===== src/rtl/dffram_pkg.sv =====
// Shared constants and types for the RAM256 port controller.
package dffram_pkg;

    localparam int DFFRAM_AW      = 8;
    localparam int DFFRAM_DEPTH   = 2 ** DFFRAM_AW;
    localparam int RSP_FIFO_DEPTH = 2;
    localparam int FIFO_CW        = $clog2(RSP_FIFO_DEPTH + 1);
    localparam int FIFO_PW        = $clog2(RSP_FIFO_DEPTH);

    typedef enum logic [0:0] {
        CLEAR = 1'b0,
        RUN   = 1'b1
    } state_t;

endpackage


===== src/rtl/dffram_port_ctrl_if.sv =====
// Request/response handshake bundle between the cache logic (master)
// and the RAM port controller (slave).
interface dffram_port_ctrl_if
    import dffram_pkg::*;
#(
    parameter int WSIZE = 2,
    parameter int AW    = DFFRAM_AW
) ();

    logic                 req_valid;
    logic                 req_ready;
    logic                 req_we;
    logic [WSIZE-1:0]     req_wmask;
    logic [AW-1:0]        req_addr;
    logic [WSIZE*8-1:0]   req_wdata;
    logic                 rsp_valid;
    logic                 rsp_ready;
    logic [WSIZE*8-1:0]   rsp_rdata;

    modport master (
        output req_valid, req_we, req_wmask, req_addr, req_wdata, rsp_ready,
        input  req_ready, rsp_valid, rsp_rdata
    );

    modport slave (
        input  req_valid, req_we, req_wmask, req_addr, req_wdata, rsp_ready,
        output req_ready, rsp_valid, rsp_rdata
    );

endinterface


===== src/rtl/dffram_rsp_fifo.sv =====
// Two-entry read-response FIFO; head is valid whenever count is non-zero.
module dffram_rsp_fifo
    import dffram_pkg::*;
#(
    parameter int DW = 16
) (
    input  logic               clk,
    input  logic               rst,
    input  logic               push,
    input  logic               pop,
    input  logic [DW-1:0]      din,
    output logic [FIFO_CW-1:0] count,
    output logic [DW-1:0]      head
);

    logic [DW-1:0]      mem [RSP_FIFO_DEPTH];
    logic [FIFO_PW-1:0] wr_ptr;
    logic [FIFO_PW-1:0] rd_ptr;

    // Pointer and occupancy bookkeeping; push and pop together leave count unchanged.
    always_ff @(posedge clk) begin
        // NOTE: every register update uses <= so all flops see pre-edge values.
        if (rst) begin
            wr_ptr <= '0;
            rd_ptr <= '0;
            count  <= '0;
        end else begin
            if (push) wr_ptr <= wr_ptr + 1'b1;
            if (pop)  rd_ptr <= rd_ptr + 1'b1;
            case ({push, pop})
                2'b10:   count <= count + 1'b1;
                2'b01:   count <= count - 1'b1;
                default: count <= count;
            endcase
        end
    end

    // Entry storage.
    always_ff @(posedge clk) begin
        // NOTE: storage has no reset; count gates its visibility, so contents after reset are irrelevant.
        if (push) mem[wr_ptr] <= din;
    end

    assign head = mem[rd_ptr];

endmodule


===== src/rtl/dffram_port_ctrl.sv =====
// Initiator-side controller for the RAM256 port: request handshake,
// read-response FIFO and a 256-word zero-fill sequencer.
module dffram_port_ctrl
    import dffram_pkg::*;
#(
    parameter int WSIZE = 2,
    parameter int AW    = DFFRAM_AW
) (
    input  logic                 clk,
    input  logic                 rst,
    dffram_port_ctrl_if.slave    bus,
    input  logic                 clear_start,
    output logic                 busy,
    output logic                 ram_en0,
    output logic [WSIZE-1:0]     ram_we0,
    output logic [AW-1:0]        ram_a0,
    output logic [WSIZE*8-1:0]   ram_di0,
    input  logic [WSIZE*8-1:0]   ram_do0
);

    localparam int DW = WSIZE * 8;

    state_t             state;
    logic [AW-1:0]      clr_addr;
    logic               inflight;
    logic [FIFO_CW-1:0] fifo_count;
    logic [DW-1:0]      fifo_head;
    logic               accept;
    logic               pop;
    logic               room;

    // Handshake: a pop this cycle frees a slot for a read issued in the same cycle.
    always_comb begin
        // NOTE: every output gets a default first so no path can infer a latch.
        room          = ({1'b0, fifo_count} + {{FIFO_CW{1'b0}}, inflight}) < (FIFO_CW + 1)'(RSP_FIFO_DEPTH);
        bus.rsp_valid = !rst && (fifo_count != '0);
        pop           = bus.rsp_valid && bus.rsp_ready;
        bus.req_ready = !rst && (state == RUN) && !clear_start && (room || pop);
        accept        = bus.req_valid && bus.req_ready;
        bus.rsp_rdata = fifo_head;
        busy          = rst || (state == CLEAR);
    end

    // Macro port drive: zero-fill while clearing, otherwise the accepted request.
    always_comb begin
        ram_en0 = 1'b0;
        ram_we0 = '0;
        ram_a0  = '0;
        ram_di0 = '0;
        if (!rst) begin
            if (state == CLEAR) begin
                ram_en0 = 1'b1;
                ram_we0 = '1;
                ram_a0  = clr_addr;
            end else if (accept) begin
                ram_en0 = 1'b1;
                ram_a0  = bus.req_addr;
                if (bus.req_we) begin
                    ram_we0 = bus.req_wmask;
                    ram_di0 = bus.req_wdata;
                end
            end
        end
    end

    // Mode sequencing, clear counter and read-in-flight tracking.
    always_ff @(posedge clk) begin
        if (rst) begin
            state    <= CLEAR;
            clr_addr <= '0;
            inflight <= 1'b0;
        end else begin
            inflight <= accept && !bus.req_we;
            case (state)
                CLEAR: begin
                    clr_addr <= clr_addr + 1'b1;
                    if (clr_addr == '1) state <= RUN;
                end
                RUN: begin
                    if (clear_start) begin
                        state    <= CLEAR;
                        clr_addr <= '0;
                    end
                end
                default: state <= CLEAR;
            endcase
        end
    end

    // Read data leaves the macro one cycle after the accept and is queued here.
    dffram_rsp_fifo #(.DW(DW)) u_rsp_fifo (
        .clk   (clk),
        .rst   (rst),
        .push  (inflight),
        .pop   (pop),
        .din   (ram_do0),
        .count (fifo_count),
        .head  (fifo_head)
    );

endmodule


===== src/flat_wrapper.sv =====
// flat-port wrapper written by rule: the top's interface ports become plain ports
module dffram_port_ctrl_flat import dffram_pkg::*;
#(
    parameter int WSIZE = 2,
    parameter int AW    = DFFRAM_AW
)
  (clk, rst, clear_start, busy, ram_en0, ram_we0, ram_a0, ram_di0, ram_do0, bus_req_valid, bus_req_we, bus_req_wmask, bus_req_addr, bus_req_wdata, bus_rsp_ready, bus_req_ready, bus_rsp_valid, bus_rsp_rdata);
  dffram_port_ctrl_if #(.WSIZE(WSIZE), .AW(AW)) bus_i ();
  input  logic clk;
  input  logic rst;
  input  logic clear_start;
  output logic busy;
  output logic ram_en0;
  output logic [WSIZE-1:0] ram_we0;
  output logic [AW-1:0] ram_a0;
  output logic [WSIZE*8-1:0] ram_di0;
  input  logic [WSIZE*8-1:0] ram_do0;
  input wire logic [$bits(bus_i.req_valid)-1:0] bus_req_valid;
  input wire logic [$bits(bus_i.req_we)-1:0] bus_req_we;
  input wire logic [$bits(bus_i.req_wmask)-1:0] bus_req_wmask;
  input wire logic [$bits(bus_i.req_addr)-1:0] bus_req_addr;
  input wire logic [$bits(bus_i.req_wdata)-1:0] bus_req_wdata;
  input wire logic [$bits(bus_i.rsp_ready)-1:0] bus_rsp_ready;
  output wire logic [$bits(bus_i.req_ready)-1:0] bus_req_ready;
  output wire logic [$bits(bus_i.rsp_valid)-1:0] bus_rsp_valid;
  output wire logic [$bits(bus_i.rsp_rdata)-1:0] bus_rsp_rdata;
  assign bus_i.req_valid = bus_req_valid;
  assign bus_i.req_we = bus_req_we;
  assign bus_i.req_wmask = bus_req_wmask;
  assign bus_i.req_addr = bus_req_addr;
  assign bus_i.req_wdata = bus_req_wdata;
  assign bus_i.rsp_ready = bus_rsp_ready;
  assign bus_req_ready = bus_i.req_ready;
  assign bus_rsp_valid = bus_i.rsp_valid;
  assign bus_rsp_rdata = bus_i.rsp_rdata;
  dffram_port_ctrl #(.WSIZE(WSIZE), .AW(AW)) u_core (.clk(clk), .rst(rst), .bus(bus_i), .clear_start(clear_start), .busy(busy), .ram_en0(ram_en0), .ram_we0(ram_we0), .ram_a0(ram_a0), .ram_di0(ram_di0), .ram_do0(ram_do0));
endmodule

===== config.mk =====
export PLATFORM = sky130hd
export DESIGN_NAME = dffram_port_ctrl_flat
export DESIGN_NICKNAME = d
export VERILOG_FILES = /design/src/rtl/dffram_pkg.sv /design/src/rtl/dffram_port_ctrl_if.sv /design/src/rtl/dffram_rsp_fifo.sv /design/src/rtl/dffram_port_ctrl.sv /design/src/flat_wrapper.sv
export SDC_FILE = /design/constraint.sdc
export NUM_CORES = 1
export LEC_CHECK = 0
export ABC_AREA = 1
export CAP_MARGIN = 20
export CORE_MARGIN = 5
export CORE_UTILIZATION = 45
export DETAILED_ROUTE_END_ITERATION = 12
export HOLD_SLACK_MARGIN = 0.15
export PLACE_DENSITY = 0.88
export SETUP_SLACK_MARGIN = 0.05
export SLEW_MARGIN = 20
export SYNTH_ARGS = -nofsm -noshare
export SYNTH_HDL_FRONTEND = slang
export SYNTH_SLANG_ARGS = --single-unit

===== constraint.sdc =====
create_clock -name clk -period 3.82 [get_ports clk]
set_clock_uncertainty 0.15 [all_clocks]
set_input_delay 1.146 -clock clk [delete_from_list [all_inputs] [get_ports clk]]
set_output_delay 1.146 -clock clk [all_outputs]
set_load 0.005 [all_outputs]

=== Word-level counts from Yosys, hierarchy flattened ===
Memories as Yosys holds them, arrays and structs flattened. A register that Yosys moved wholly into a read port is not among the register bits.
Cells that the tools add are included.

* $lt $le $gt $ge: 1
* Multiplexer cells: 24
* Eq/ne operators: 4
* Reductions and logical operators: 14
* Add/sub/neg operators: 6
* Bitwise logic cells: 1

{| class="wikitable"
|+ Operator list
! cell !! number
|-
| $mux 16 || 4
|-
| $mux 8 || 4
|-
| $pmux 8 s2 || 1
|-
| $mux 1 || 9
|-
| $add 8x1->8 const B || 1
|-
| $eq 8x8->1 const B || 1
|-
| $mux 2 || 4
|-
| $logic_and 1x1->1 || 7
|-
| $pmux 2 s2 || 1
|-
| $reduce_bool 2->1 || 2
|-
| $add 2x1->3 || 1
|-
| $logic_not 1->1 || 3
|-
| $lt 3x2->1 const B || 1
|-
| $add 1x1->1 const B || 2
|-
| $add 2x1->2 const B || 1
|-
| $eq 2x1->1 const B || 1
|-
| $eq 2x2->1 const B || 1
|-
| $logic_or 1x1->1 || 2
|-
| $ne 2x2->1 const B || 1
|-
| $pmux 1 s2 || 1
|-
| $sub 2x1->2 const B || 1
|-
| $not 1->1 || 1
|}

* Bits in writable memories: 32
* Register bits after elaboration: 14
* Bits of input ports: 48
* Memories: 1

{| class="wikitable"
|+ Memory list
! memory !! depth !! width !! rd ports !! clocked after memory_dff !! write ports !! line !! text
|-
| u_core.u_rsp_fifo.mem || 2 || 16 || 1 || 1 || 1 || dffram_rsp_fifo.sv:16 || <nowiki>logic [DW-1:0] mem [RSP_FIFO_DEPTH];</nowiki>
|}

=== Logic depth before layout (Yosys ltp) ===
Gate-level depths: netlist of run 1.

* Depth after elaboration: 9
* Mapped depth: 10
* Gate-level depth less buffers: 10

=== Cells and area by module ===
Synthesis of run 1 repeated with hierarchy kept, for this count alone.

* Cell total of the unflattened synthesis: 225
* Area total of the unflattened synthesis: 2294.7 um^2

{| class="wikitable"
|+ By module, submodules not included
! module !! area each (um^2) !! instances !! cells each
|-
| dffram_rsp_fifo || 1423.9 || 1 || 80
|-
| dffram_port_ctrl || 870.8 || 1 || 145
|}

=== Worst setup path after synthesis of run 1 ===
OpenSTA, ideal clock, no wires.

* Kind: input to output
* Start point: in rst
* End point: out ram_a0[5]
* Slack: 377 ps
* Cell stages on the path: 7
* Data required time: 2524 ps
* Path buffers: 2
* Arrival: 2147 ps
* Cell sequence: buf_2 > nor2_4 > inv_2 > nor2_2 > nand3_2 > buf_2 > a21oi_1

* Cells in the longest elaborated chain, start to end: 9

{| class="wikitable"
|+ Ends and longest elaborated chain
! what !! line !! text
|-
| from (decl) || flat_wrapper.sv:10 || <nowiki>input logic rst;</nowiki>
|-
| $logic_not 1->1 || dffram_port_ctrl.sv:36, dffram_port_ctrl.sv:38 ||
|-
| $logic_and 1x1->1 || dffram_port_ctrl.sv:36 || <nowiki>bus.rsp_valid = !rst && (fifo_count != '0);</nowiki>
|-
| $logic_and 1x1->1 || dffram_port_ctrl.sv:37 || <nowiki>pop = bus.rsp_valid && bus.rsp_ready;</nowiki>
|-
| $logic_or 1x1->1 || dffram_port_ctrl.sv:38 || <nowiki>bus.req_ready = !rst && (state == RUN) && !clear_start && (room || pop);</nowiki>
|-
| $logic_and 1x1->1 || dffram_port_ctrl.sv:38 ||
|-
| $logic_and 1x1->1 || dffram_port_ctrl.sv:39 || <nowiki>accept = bus.req_valid && bus.req_ready;</nowiki>
|-
| $mux 8 || dffram_port_ctrl.sv:55 || <nowiki>end else if (accept) begin</nowiki>
|-
| $mux 8 || dffram_port_ctrl.sv:51 || <nowiki>if (state == CLEAR) begin</nowiki>
|-
| $mux 8 (*) || dffram_port_ctrl.sv:50 || <nowiki>if (!rst) begin</nowiki>
|-
| to (decl) || flat_wrapper.sv:15 || <nowiki>output logic [AW-1:0] ram_a0;</nowiki>
|}

Mark *: on every way between the ends. The rest lies on a longest branch, timed or not.

=== Final worst setup path of run 1 ===
* Start point: in bus_rsp_ready
* End point: out ram_di0[8]

* Cells in the longest elaborated chain, start to end: 7

{| class="wikitable"
|+ Ends and longest elaborated chain
! what !! line !! text
|-
| from (decl) || flat_wrapper.sv:23 || <nowiki>input wire logic [$bits(bus_i.rsp_ready)-1:0] bus_rsp_ready;</nowiki>
|-
| $logic_and 1x1->1 || dffram_port_ctrl.sv:37 ||
|-
| $logic_or 1x1->1 || dffram_port_ctrl.sv:38 ||
|-
| $logic_and 1x1->1 || dffram_port_ctrl.sv:38 ||
|-
| $logic_and 1x1->1 || dffram_port_ctrl.sv:39 ||
|-
| $mux 16 || dffram_port_ctrl.sv:55 ||
|-
| $mux 16 || dffram_port_ctrl.sv:51 ||
|-
| $mux 16 || dffram_port_ctrl.sv:50 ||
|-
| to (decl) || flat_wrapper.sv:16 || <nowiki>output logic [WSIZE*8-1:0] ram_di0;</nowiki>
|}

Every way passes these cells.

==> impl_metrics.json, run 1 <==
{
  "status": "complete, no violations",
  "cp_cell_sequence": "clkdlybuf4s50_1 > nand3_1 > nand2_2 > nand3_4 > clkbuf_16 > nor2_1 > dlygate4sd2_1",
  "r2r_setup_slack_ps": 2110,
  "vias_per_cell": 5.065,
  "diodes": 0,
  "synth_most_common_cell": "nand2_1",
  "async_reset_ff_share_pct": 0,
  "synth_cell_types": 25,
  "clk_latency_ps": 290,
  "path_clk_slew_ps": 80,
  "peakVddDrop_mv": 0.1796,
  "die_w_um": 79.16,
  "ctsHoldBuffers": 0,
  "rows": 25,
  "hold_start": "u_core.clr_addr[0]$_SDFFE_PP0P_",
  "wirelength_um": 5293,
  "wire_per_inst_um": 13.68,
  "io_pins": 94,
  "fin_ws_ps": 75.17,
  "whs_path_depth": 2,
  "first_pass_iters": 4,
  "numPortBuffers": 93,
  "gp_congestion": 0.8166,
  "htreeDepth": 2,
  "cp-start-kind": "primary input",
  "synthTopCellsByCount": "nand2_1 (46), edfxtp_1 (32), nor2_1 (32), a21oi_1 (17), mux2_2 (16)",
  "powerDensity_mw_per_mm2": 309.9,
  "netlist_area_mm2": 0.002152,
  "switching_share_pct": 17.69,
  "crit_start": "bus_rsp_ready",
  "vias": 1960,
  "utilization_pct": 72.29,
  "fillCellCount": 341,
  "worstRegToRegCells": 10,
  "final-hold-violation-count": 0,
  "cp-end-kind": "output port",
  "grt_overflow": 0,
  "synthTopCellsByArea": "edfxtp_1 (45%), dfxtp_1 (14%), mux2_2 (8.4%), nand2_1 (8.0%), nor2_1 (5.6%)",
  "start_util_pct": 45.87,
  "ys_seq_elements": 47,
  "cts.sinks": 47,
  "relSlewSlack_pct": 53.64,
  "yosysSeqAreaShare_pct": 58.60,
  "clock_power_share_pct": 39.5,
  "cts_root_buf": "clkbuf_8",
  "cts_inserted_buffers": 5,
  "path_max_fanout": 12,
  "drc": 0,
  "grt_pass1_vias": 1889,
  "p_switching_uw": 186.0,
  "synth_top_area_share_pct": 44.65,
  "die_y_um": 79.16,
  "power.internal_uw": 865.3,
  "grt_max_degree": 25,
  "crit_slowest_cell": "clkdlybuf4s50_1",
  "pwr-share-comb_pct": 8.5,
  "syn_area_per_cell_um2": 9.782,
  "maxSlewViolCount": 0,
  "die-area_mm2": 0.006266,
  "drive_above_1_share_pct": 20.42,
  "path_class": "in -> out",
  "layout_min_cycle_time_ps": 3745,
  "seqCellArea_mm2": 0.001261,
  "leakagePower_uw": 0.001361,
  "cp.buffers_inverters": 3,
  "clockBufferDepth": 2,
  "fmax_mhz": 267.0,
  "ant_nets": 0,
  "syn_inst": 220,
  "post-route-period-util_pct": 98.03,
  "worst_pin_slew_ps": 694.4,
  "worstPathRequired_ps": 2520,
  "fin_nets": 382,
  "hpwlAfterDp_um": 4082,
  "multi_input_area_um2": 793.3,
  "antenna_found_initial": 0,
  "seqPwrFrac_pct": 52.0,
  "crit_end": "ram_di0[8]",
  "slowest_delay_ps": 460,
  "cp_num_cells": 7,
  "cts_tree": "yes",
  "synthToLayoutAreaGrowth_pct": 57.62,
  "cp.arrival_ps": 2450,
  "synth-edff-count": 32,
  "min-delay-path-class": "reg -> reg",
  "r2r_start": "u_core.u_rsp_fifo.count[0]$_SDFFE_PP0P_",
  "ys.flop_type": "edfxtp_1",
  "critPathTopFamily": "buffers and inverters",
  "core-area_mm2": 0.004692,
  "synth_nets": 270,
  "yosysTopAreaCell": "edfxtp_1",
  "dp_slack_ps": -503.5,
  "r2r-end": "u_core.u_rsp_fifo.count[1]$_SDFFE_PP0P_",
  "rsz0062_at_grt": "yes",
  "setup_violations": 0,
  "drt-initial-drc-count": 53,
  "yosysWarnings": 0,
  "gr-usage-all-layers_pct": 16.89,
  "grt_pass1_wl_um": 8383,
  "cap_viol_max_count": 0
}
## cells by family after synthesis
| logic type | share of synthesized area [%] |
|---|---|
| buffers and inverters | 5.291 |
| AOI/OAI and AO/OA | 7.965 |
| and+or+nand+nor | 18.20 |
| muxes | 8.372 |
| DFF | 58.60 |
| adders and majority gates | 1.163 |
| xor gates and xnor gates | 0.4071 |
## sequential cells by signal (all words and copies together) (netlist names), named ones only
register and cells:
u_core.u_rsp_fifo.mem 32, u_core.clr_addr 8, u_core.u_rsp_fifo.count 2, u_core.inflight 1, u_core.state 1, u_core.u_rsp_fifo.rd_ptr 1
u_core.u_rsp_fifo.wr_ptr 1
## cell usage in the layout (no fill, tap or decap), drive strengths merged
master / Yosys / routed
clkdlybuf4s50: 0 / 64
nand2: 46 / 46
nor2: 34 / 34
edfxtp: 32 / 32
buf: 4 / 20
inv: 20 / 20
clkbuf: 5 / 19
a21oi: 17 / 17
mux2: 16 / 16
dfxtp: 15 / 15
clkdlybuf4s15: 0 / 9
dlygate4sd2: 0 / 8
nand3: 7 / 7
o21ai: 7 / 7
a22oi: 5 / 5
nor3: 3 / 3
nand4: 2 / 2
ha: 2 / 2
bufinv: 0 / 2
o22ai: 1 / 1
and3: 1 / 1
nor3b: 1 / 1
xor2: 1 / 1
o211ai: 1 / 1
## worst min-delay path by stage
stage                                       to  slack (ps)
3_3_place_gp   u_core.clr_addr[0]$_SDFFE_PP0P_         320
6_report       u_core.clr_addr[0]$_SDFFE_PP0P_         340
4_1_cts        u_core.clr_addr[0]$_SDFFE_PP0P_         340
5_1_grt        u_core.clr_addr[0]$_SDFFE_PP0P_         360
3_5_place_dp           u_core.state$_SDFF_PP0_         330
2_1_floorplan  u_core.clr_addr[0]$_SDFFE_PP0P_         300
## worst register-to-register path, cell delays in order, from the launching register on
cell,delay (ps)
dfxtp_1,340
inv_1,110
nand2_1,60
nand3_1,100
buf_4,140
inv_1,40
ha_1,310
nor2_1,110
nand2_1,60
o21ai_0,140
a21oi_1,50
## stage by stage
step	total power (µW)	cell area, µm²	std cells	setup TNS [ps]	hold slack (ps)
after floorplan	578.9	2152	220	0	302.8
after global placement	647.4	3287	378	-11330	319.0
after CTS	1063	3391	386	0	344.5
after detailed placement	649.7	3287	378	-11750	331.9
after global routing	1086	3392	387	0	361.8
final	1051	3392	387	0	343.5
## what timing repair did
action,CTS,global route
resized for setup,34,33
pin swaps,1,0
gates cloned,0,1
endpoints found under the setup margin,29,20
setup buffers,0,0
## power by group through the flow
| stage | Combinational (µW) | Sequential [µW] | Clock, µW |
|---|---|---|---|
| after floorplan | 20.7 | 558 | 0 |
| after global placement | 88.9 | 558 | 0 |
| after detailed placement | 91.2 | 559 | 0 |
| after CTS | 89.4 | 547 | 427 |
| after global routing | 96.1 | 547 | 442 |
| final | 89.2 | 547 | 415 |
## final cells by class
type	count	area share [%]
flip-flops and latches	47	37.18
repair buffers	114	31.32
multi-input cells	144	23.39
inverters	20	2.213
clock buffers	6	2.139
well taps	54	1.992
clock inverters	2	1.771
## routing by layer
layer	track usage, %	wire length (µm)	share of wire, %
met1	18.46	2022	38
met4	3.436	12	0.23
met3	7.710	640	12
met2	30.05	2617	49
met5	0	0	0
Power figures use the tool's default switching activity.
==> inputs of run 2 (changes only) <==
--- a/config.mk
+++ b/config.mk
@@ -10,6 +10,7 @@
 export CORE_MARGIN = 5
 export CORE_UTILIZATION = 45
 export DETAILED_ROUTE_END_ITERATION = 12
+export GPL_TIMING_DRIVEN = 0
 export HOLD_SLACK_MARGIN = 0.15
 export PLACE_DENSITY = 0.88
 export SETUP_SLACK_MARGIN = 0.05
==> impl_metrics.json, run 2 (synthesized netlist as in run 1, its figures left out) <==
{
  "status": "complete, no violations",
  "largestRegisters": "u_core.u_rsp_fifo.mem x32, u_core.clr_addr x8, u_core.u_rsp_fifo.count x2",
  "largest-register": "u_core.u_rsp_fifo.mem",
  "critPathTopFamily": "buffers and inverters",
  "clock_power_share_pct": 32.7,
  "min-delay-path-class": "reg -> reg",
  "peakVddDrop_mv": 0.1699,
  "drt-initial-drc-count": 74,
  "first_pass_iters": 4,
  "rows": 25,
  "leakagePower_uw": 0.001292,
  "cts_tree": "yes",
  "largest_reg_flops": 32,
  "post_dp_cell_area_mm2": 0.003133,
  "relSlewSlack_pct": 48.59,
  "io_pins": 94,
  "fillCellCount": 370,
  "grt_overflow": 0,
  "cap_viol_max_count": 0,
  "path_common_cell": "buf_6",
  "die_y_um": 79.16,
  "power.internal_uw": 742.6,
  "use_met1_pct": 19.10,
  "setup_violations": 0,
  "drc": 0,
  "path_clk_slew_ps": 80,
  "worstRegToRegCells": 11,
  "clockBufferDepth": 2,
  "powerDensity_mw_per_mm2": 284.3,
  "cp.arrival_ps": 2430,
  "path_max_fanout": 5,
  "post-route-period-util_pct": 97.41,
  "dp.cells": 365,
  "met3_usage_pct": 7.370,
  "synthToLayoutAreaGrowth_pct": 52.21,
  "ant_nets": 0,
  "path_class": "in -> out",
  "cp_cell_sequence": "clkdlybuf4s50_1 > nand3_2 > nand2_2 > nand3_4 > buf_6 > buf_6 > a21oi_2 > buf_2",
  "whs_path_depth": 2,
  "vias_per_cell": 5.013,
  "pwr-share-comb_pct": 8.5,
  "cp-start-kind": "primary input",
  "r2r_start": "u_core.u_rsp_fifo.count[0]$_SDFFE_PP0P_",
  "hold_start": "u_core.clr_addr[0]$_SDFFE_PP0P_",
  "fin_nets": 374,
  "finalSetupTns_ps": 0,
  "cp.buffers_inverters": 4,
  "gp_congestion": 0.8514,
  "fin_ws_ps": 99.00,
  "cp-end-kind": "output port",
  "maxSlewViolCount": 0,
  "r2r-end": "u_core.u_rsp_fifo.count[1]$_SDFFE_PP0P_",
  "slowest_delay_ps": 460,
  "final-hold-violation-count": 0,
  "cts_root_buf": "clkbuf_8",
  "wirelength_um": 5247,
  "crit_slowest_cell": "clkdlybuf4s50_1",
  "vias": 1900,
  "switching_share_pct": 20.24,
  "ctsHoldBuffers": 0,
  "min_to": "u_core.clr_addr[0]$_SDFFE_PP0P_",
  "hpwlAfterDp_um": 3967,
  "met2_usage_pct": 30.56,
  "seqPwrFrac_pct": 58.7,
  "numPortBuffers": 91,
  "fin_area_mm2": 0.003276,
  "core-area_mm2": 0.004692,
  "worst_pin_slew_ps": 770.3,
  "cts_inserted_buffers": 5,
  "die-area_mm2": 0.006266,
  "gr-usage-all-layers_pct": 17.33,
  "grt_pass1_wl_um": 8507,
  "r2r_setup_slack_ps": 1960,
  "start_util_pct": 45.87,
  "rsz0062_at_grt": "no",
  "drive_above_1_share_pct": 18.46,
  "die_w_um": 79.16,
  "antenna_found_initial": 0,
  "dp_slack_ps": -523.9,
  "grt-busiest-layer": "met2",
  "htreeDepth": 2,
  "grt_max_degree": 18,
  "p_switching_uw": 188.5,
  "grt_pass1_vias": 1960,
  "clk_latency_ps": 290,
  "fin_cells": 379,
  "fmax_mhz": 268.7,
  "layout_min_cycle_time_ps": 3721,
  "layout_common_cells": "clkdlybuf4s50_1 (62), nand2_1 (45), edfxtp_1 (32)",
  "diodes": 0,
  "layout_commonest_cell": "clkdlybuf4s50_1",
  "wire_per_inst_um": 13.84,
  "utilization_pct": 69.81,
  "worstPathRequired_ps": 2520,
  "cts.sinks": 47
}
run 2: changes by cell type in the layout (fill, tap and decap cells not counted), sizes merged:
cell	before	now
buf	20	16
bufinv	2	0
clkbuf	19	15
clkdlybuf4s15	9	6
clkdlybuf4s50	64	62
clkinv	0	1
clkinvlp	0	1
dlygate4sd2	8	13
run 2: layout make-up:
type                            instances  area, µm²  share of cell area [%]
Clock buffer                            6      82.58                   2.521
Inverter                               20      75.07                   2.292
Clock inverter                          2      16.27                  0.4966
Tap cell                               54      67.56                   2.063
Sequential cell                        47       1261                   38.50
Multi-Input combinational cell        144      815.8                   24.90
Timing Repair Buffer                   97      905.9                   27.65
Buffer                                  9      51.30                   1.566
run 2: what timing repair did:
action | CTS | global route
pin swaps | 1 | 1
endpoints found under the setup margin | 28 | 16
resized for setup | 55 | 20
setup buffers | 4 | 2
run 2: how the worst max path moves through the flow:
stage                            end          start  cells past startpoint  slack, ps
after floorplan            ram_a0[5]            rst                      7        380
after global placement     ram_a0[5]  bus_rsp_ready                      7       -500
after detailed placement   ram_a0[5]  bus_rsp_ready                      7       -520
after CTS                 ram_di0[3]  bus_rsp_ready                      8         40
after global routing       ram_a0[6]  bus_rsp_ready                      8         40
final                      ram_a0[6]  bus_rsp_ready                      8        100
run 2: power by group through the flow:
stage | Combinational [µW] | Sequential [µW] | Clock [µW]
global placement | 78.9 | 558 | 0
floorplan | 20.7 | 558 | 0
finish | 79.4 | 547 | 305
CTS | 79.6 | 547 | 312
detailed placement | 80.8 | 559 | 0
global route | 86.5 | 547 | 343
run 2: layer usage:
layer / up-vias / wire, µm
met5: - / 0
met4: 0 / 43
met3: 6 / 563
met2: 88 / 2524
met1: 853 / 2116
li1: 953 / -
run 2: stage by stage:
stage               hold WS [ps]  total power, µW
floorplan                  302.8            578.9
CTS                        349.3            938.7
detailed placement         336.4            639.5
finish                     341.8            931.2
global placement           319.3            637.3
global route               392.9            977.1
run 2: worst register-to-register path: cells and delay by family (launching register included):
kind / cells / cell delay, ps
flops: 1 / 380
buf+inv: 4 / 420
compound gates: 2 / 190
simple gates: 4 / 370
fa+ha+maj: 1 / 240
==> inputs of run 3 (changes only) <==
--- a/config.mk
+++ b/config.mk
@@ -8,11 +8,12 @@
 export ABC_AREA = 1
 export CAP_MARGIN = 20
 export CORE_MARGIN = 5
-export CORE_UTILIZATION = 45
+export CORE_UTILIZATION = 47
+export CTS_BUF_LIST = sky130_fd_sc_hd__clkbuf_8
 export DETAILED_ROUTE_END_ITERATION = 12
 export GPL_TIMING_DRIVEN = 0
 export HOLD_SLACK_MARGIN = 0.15
-export PLACE_DENSITY = 0.88
+export PLACE_DENSITY = 0.95
 export SETUP_SLACK_MARGIN = 0.05
 export SLEW_MARGIN = 20
 export SYNTH_ARGS = -nofsm -noshare
==> impl_metrics.json, run 3 (synthesized netlist as in run 1, its figures left out) <==
{
  "layout_min_cycle_time_ps": 3678,
  "cts_root_buf": "clkbuf_8",
  "io_pins": 94,
  "r2r_start": "u_core.u_rsp_fifo.count[0]$_SDFFE_PP0P_",
  "maxSlewViolCount": 0,
  "worstRegToRegCells": 10,
  "hpwlAfterDp_um": 4358,
  "leakagePower_uw": 0.001375,
  "die_w_um": 77.67,
  "cap_viol_max_count": 0,
  "post-route-period-util_pct": 96.28,
  "grt_pass1_wl_um": 9225,
  "gp_congestion": 0.8418,
  "fillCellCount": 300,
  "cts_inserted_buffers": 5,
  "die-area_mm2": 0.006032,
  "path_max_fanout": 7,
  "path_clk_slew_ps": 80,
  "worst_pin_slew_ps": 817.4,
  "r2r_setup_slack_ps": 2030,
  "layout_commonest_cell": "clkdlybuf4s50_1",
  "min_to": "u_core.clr_addr[0]$_SDFFE_PP0P_",
  "peakVddDrop_mv": 0.1854,
  "wl_met3_um": 586,
  "gr-usage-all-layers_pct": 19.22,
  "fin_cells": 380,
  "clk_latency_ps": 290,
  "fin_area_mm2": 0.003326,
  "cp_cell_sequence": "clkdlybuf4s50_1 > nand3_4 > buf_6 > buf_4 > nand2_1 > dlygate4sd2_1",
  "dp.cells": 363,
  "fin_nets": 377,
  "drc": 0,
  "wire_per_inst_um": 15.05,
  "htreeDepth": 2,
  "fmax_mhz": 271.9,
  "layout_common_cells": "clkdlybuf4s50_1 (61), nand2_1 (45), edfxtp_1 (32)",
  "drt-initial-drc-count": 71,
  "first_pass_iters": 4,
  "largestRegisters": "u_core.u_rsp_fifo.mem x32, u_core.clr_addr x8, u_core.u_rsp_fifo.count x2",
  "met1Wirelength_um": 2253,
  "r2r-end": "u_core.u_rsp_fifo.count[1]$_SDFFE_PP0P_",
  "finalSetupTns_ps": 0,
  "cp-end-kind": "output port",
  "post_dp_cell_area_mm2": 0.003131,
  "crit_slowest_cell": "clkdlybuf4s50_1",
  "vias_per_cell": 5.166,
  "setup_violations": 0,
  "cts_tree": "yes",
  "cp.arrival_ps": 2380,
  "relSlewSlack_pct": 45.45,
  "grt_overflow": 0,
  "diodes": 0,
  "cp.buffers_inverters": 4,
  "path_class": "in -> out",
  "cp-start-kind": "primary input",
  "hold_start": "u_core.clr_addr[0]$_SDFFE_PP0P_",
  "powerDensity_mw_per_mm2": 312.7,
  "vias": 1963,
  "top_layer_used": "met4",
  "drive_above_1_share_pct": 17.68,
  "clockBufferDepth": 2,
  "die_y_um": 77.67,
  "rows": 24,
  "ant_nets": 0,
  "largest_reg_flops": 32,
  "start_util_pct": 49.09,
  "wirelength_um": 5718,
  "largest-register": "u_core.u_rsp_fifo.mem",
  "core-area_mm2": 0.004384,
  "rsz0062_at_grt": "no",
  "dr_wl_met2_um": 2833,
  "cts.sinks": 47,
  "critPathTopFamily": "buffers and inverters",
  "min-delay-path-class": "reg -> reg",
  "status": "complete, no violations",
  "numPortBuffers": 91,
  "worstPathRequired_ps": 2520,
  "slowest_delay_ps": 510,
  "grt_pass1_vias": 2036,
  "whs_path_depth": 2,
  "ctsHoldBuffers": 0,
  "antenna_found_initial": 0,
  "synthToLayoutAreaGrowth_pct": 54.53,
  "final-hold-violation-count": 0,
  "grt_max_degree": 18
}
==> run 3: area by class of cell <==
class                           instances  area (µm²)  share of cell area, %
Inverter                               20       75.07                  2.257
Tap cell                               52       65.06                  1.956
Multi-Input combinational cell        144       809.5                  24.34
Sequential cell                        47        1261                  37.92
Clock inverter                          3       63.81                  1.919
Buffer                                  9       51.30                  1.543
Clock buffer                            5       68.82                  2.069
Timing Repair Buffer                  100       930.9                  27.99
==> run 3: tightest hold or removal path, stage by stage, from the launching register on <==
cell and delay [ps]:
dfxtp_1 330, nand2_1 60, a21oi_1 50
==> run 3: worst max path at each step <==
stage	start	endpoint	slack (ps)	cells past startpoint
2_1_floorplan	rst	ram_a0[5]	380	7
3_3_place_gp	bus_rsp_ready	ram_a0[5]	-460	7
3_5_place_dp	bus_rsp_ready	ram_a0[6]	-470	7
4_1_cts	bus_rsp_ready	ram_a0[7]	-150	6
5_1_grt	bus_req_we	ram_di0[10]	70	5
6_report	bus_req_valid	ram_en0	140	6
==> run 3: power by group <==
group | switching [µW] | total, µW | internal (µW)
Combinational | 28.8 | 79.4 | 50.7
Clock | 155 | 414 | 259
Sequential | 2.57 | 547 | 544
Total | 186 | 1040 | 854
==> run 3: repair_timing <==
| item | CTS | global route |
|---|---|---|
| buffers inserted | 7 | 2 |
| setup endpoints to repair | 28 | 14 |
| pin swaps | 1 | 2 |
| gates resized for setup | 59 | 6 |
==> run 3: layer usage <==
layer	vias up	track usage [%]
li1	955	-
met1	908	22.60
met5	-	0
met4	0	5.670
met2	95	33.64
met3	5	5.787
==> run 3: through the flow <==
stage	utilization, %	total power [µW]	worst slack (ps)	hold WS (ps)
global placement	71.35	636.8	-462.2	319.6
global route	75.86	1080	71.66	378.3
detailed placement	71.40	639.7	-467.2	328.9
finish	75.86	1040	142.2	335.4
CTS	75.31	1048	-146.2	342.4
floorplan	-	578.9	376.9	302.8
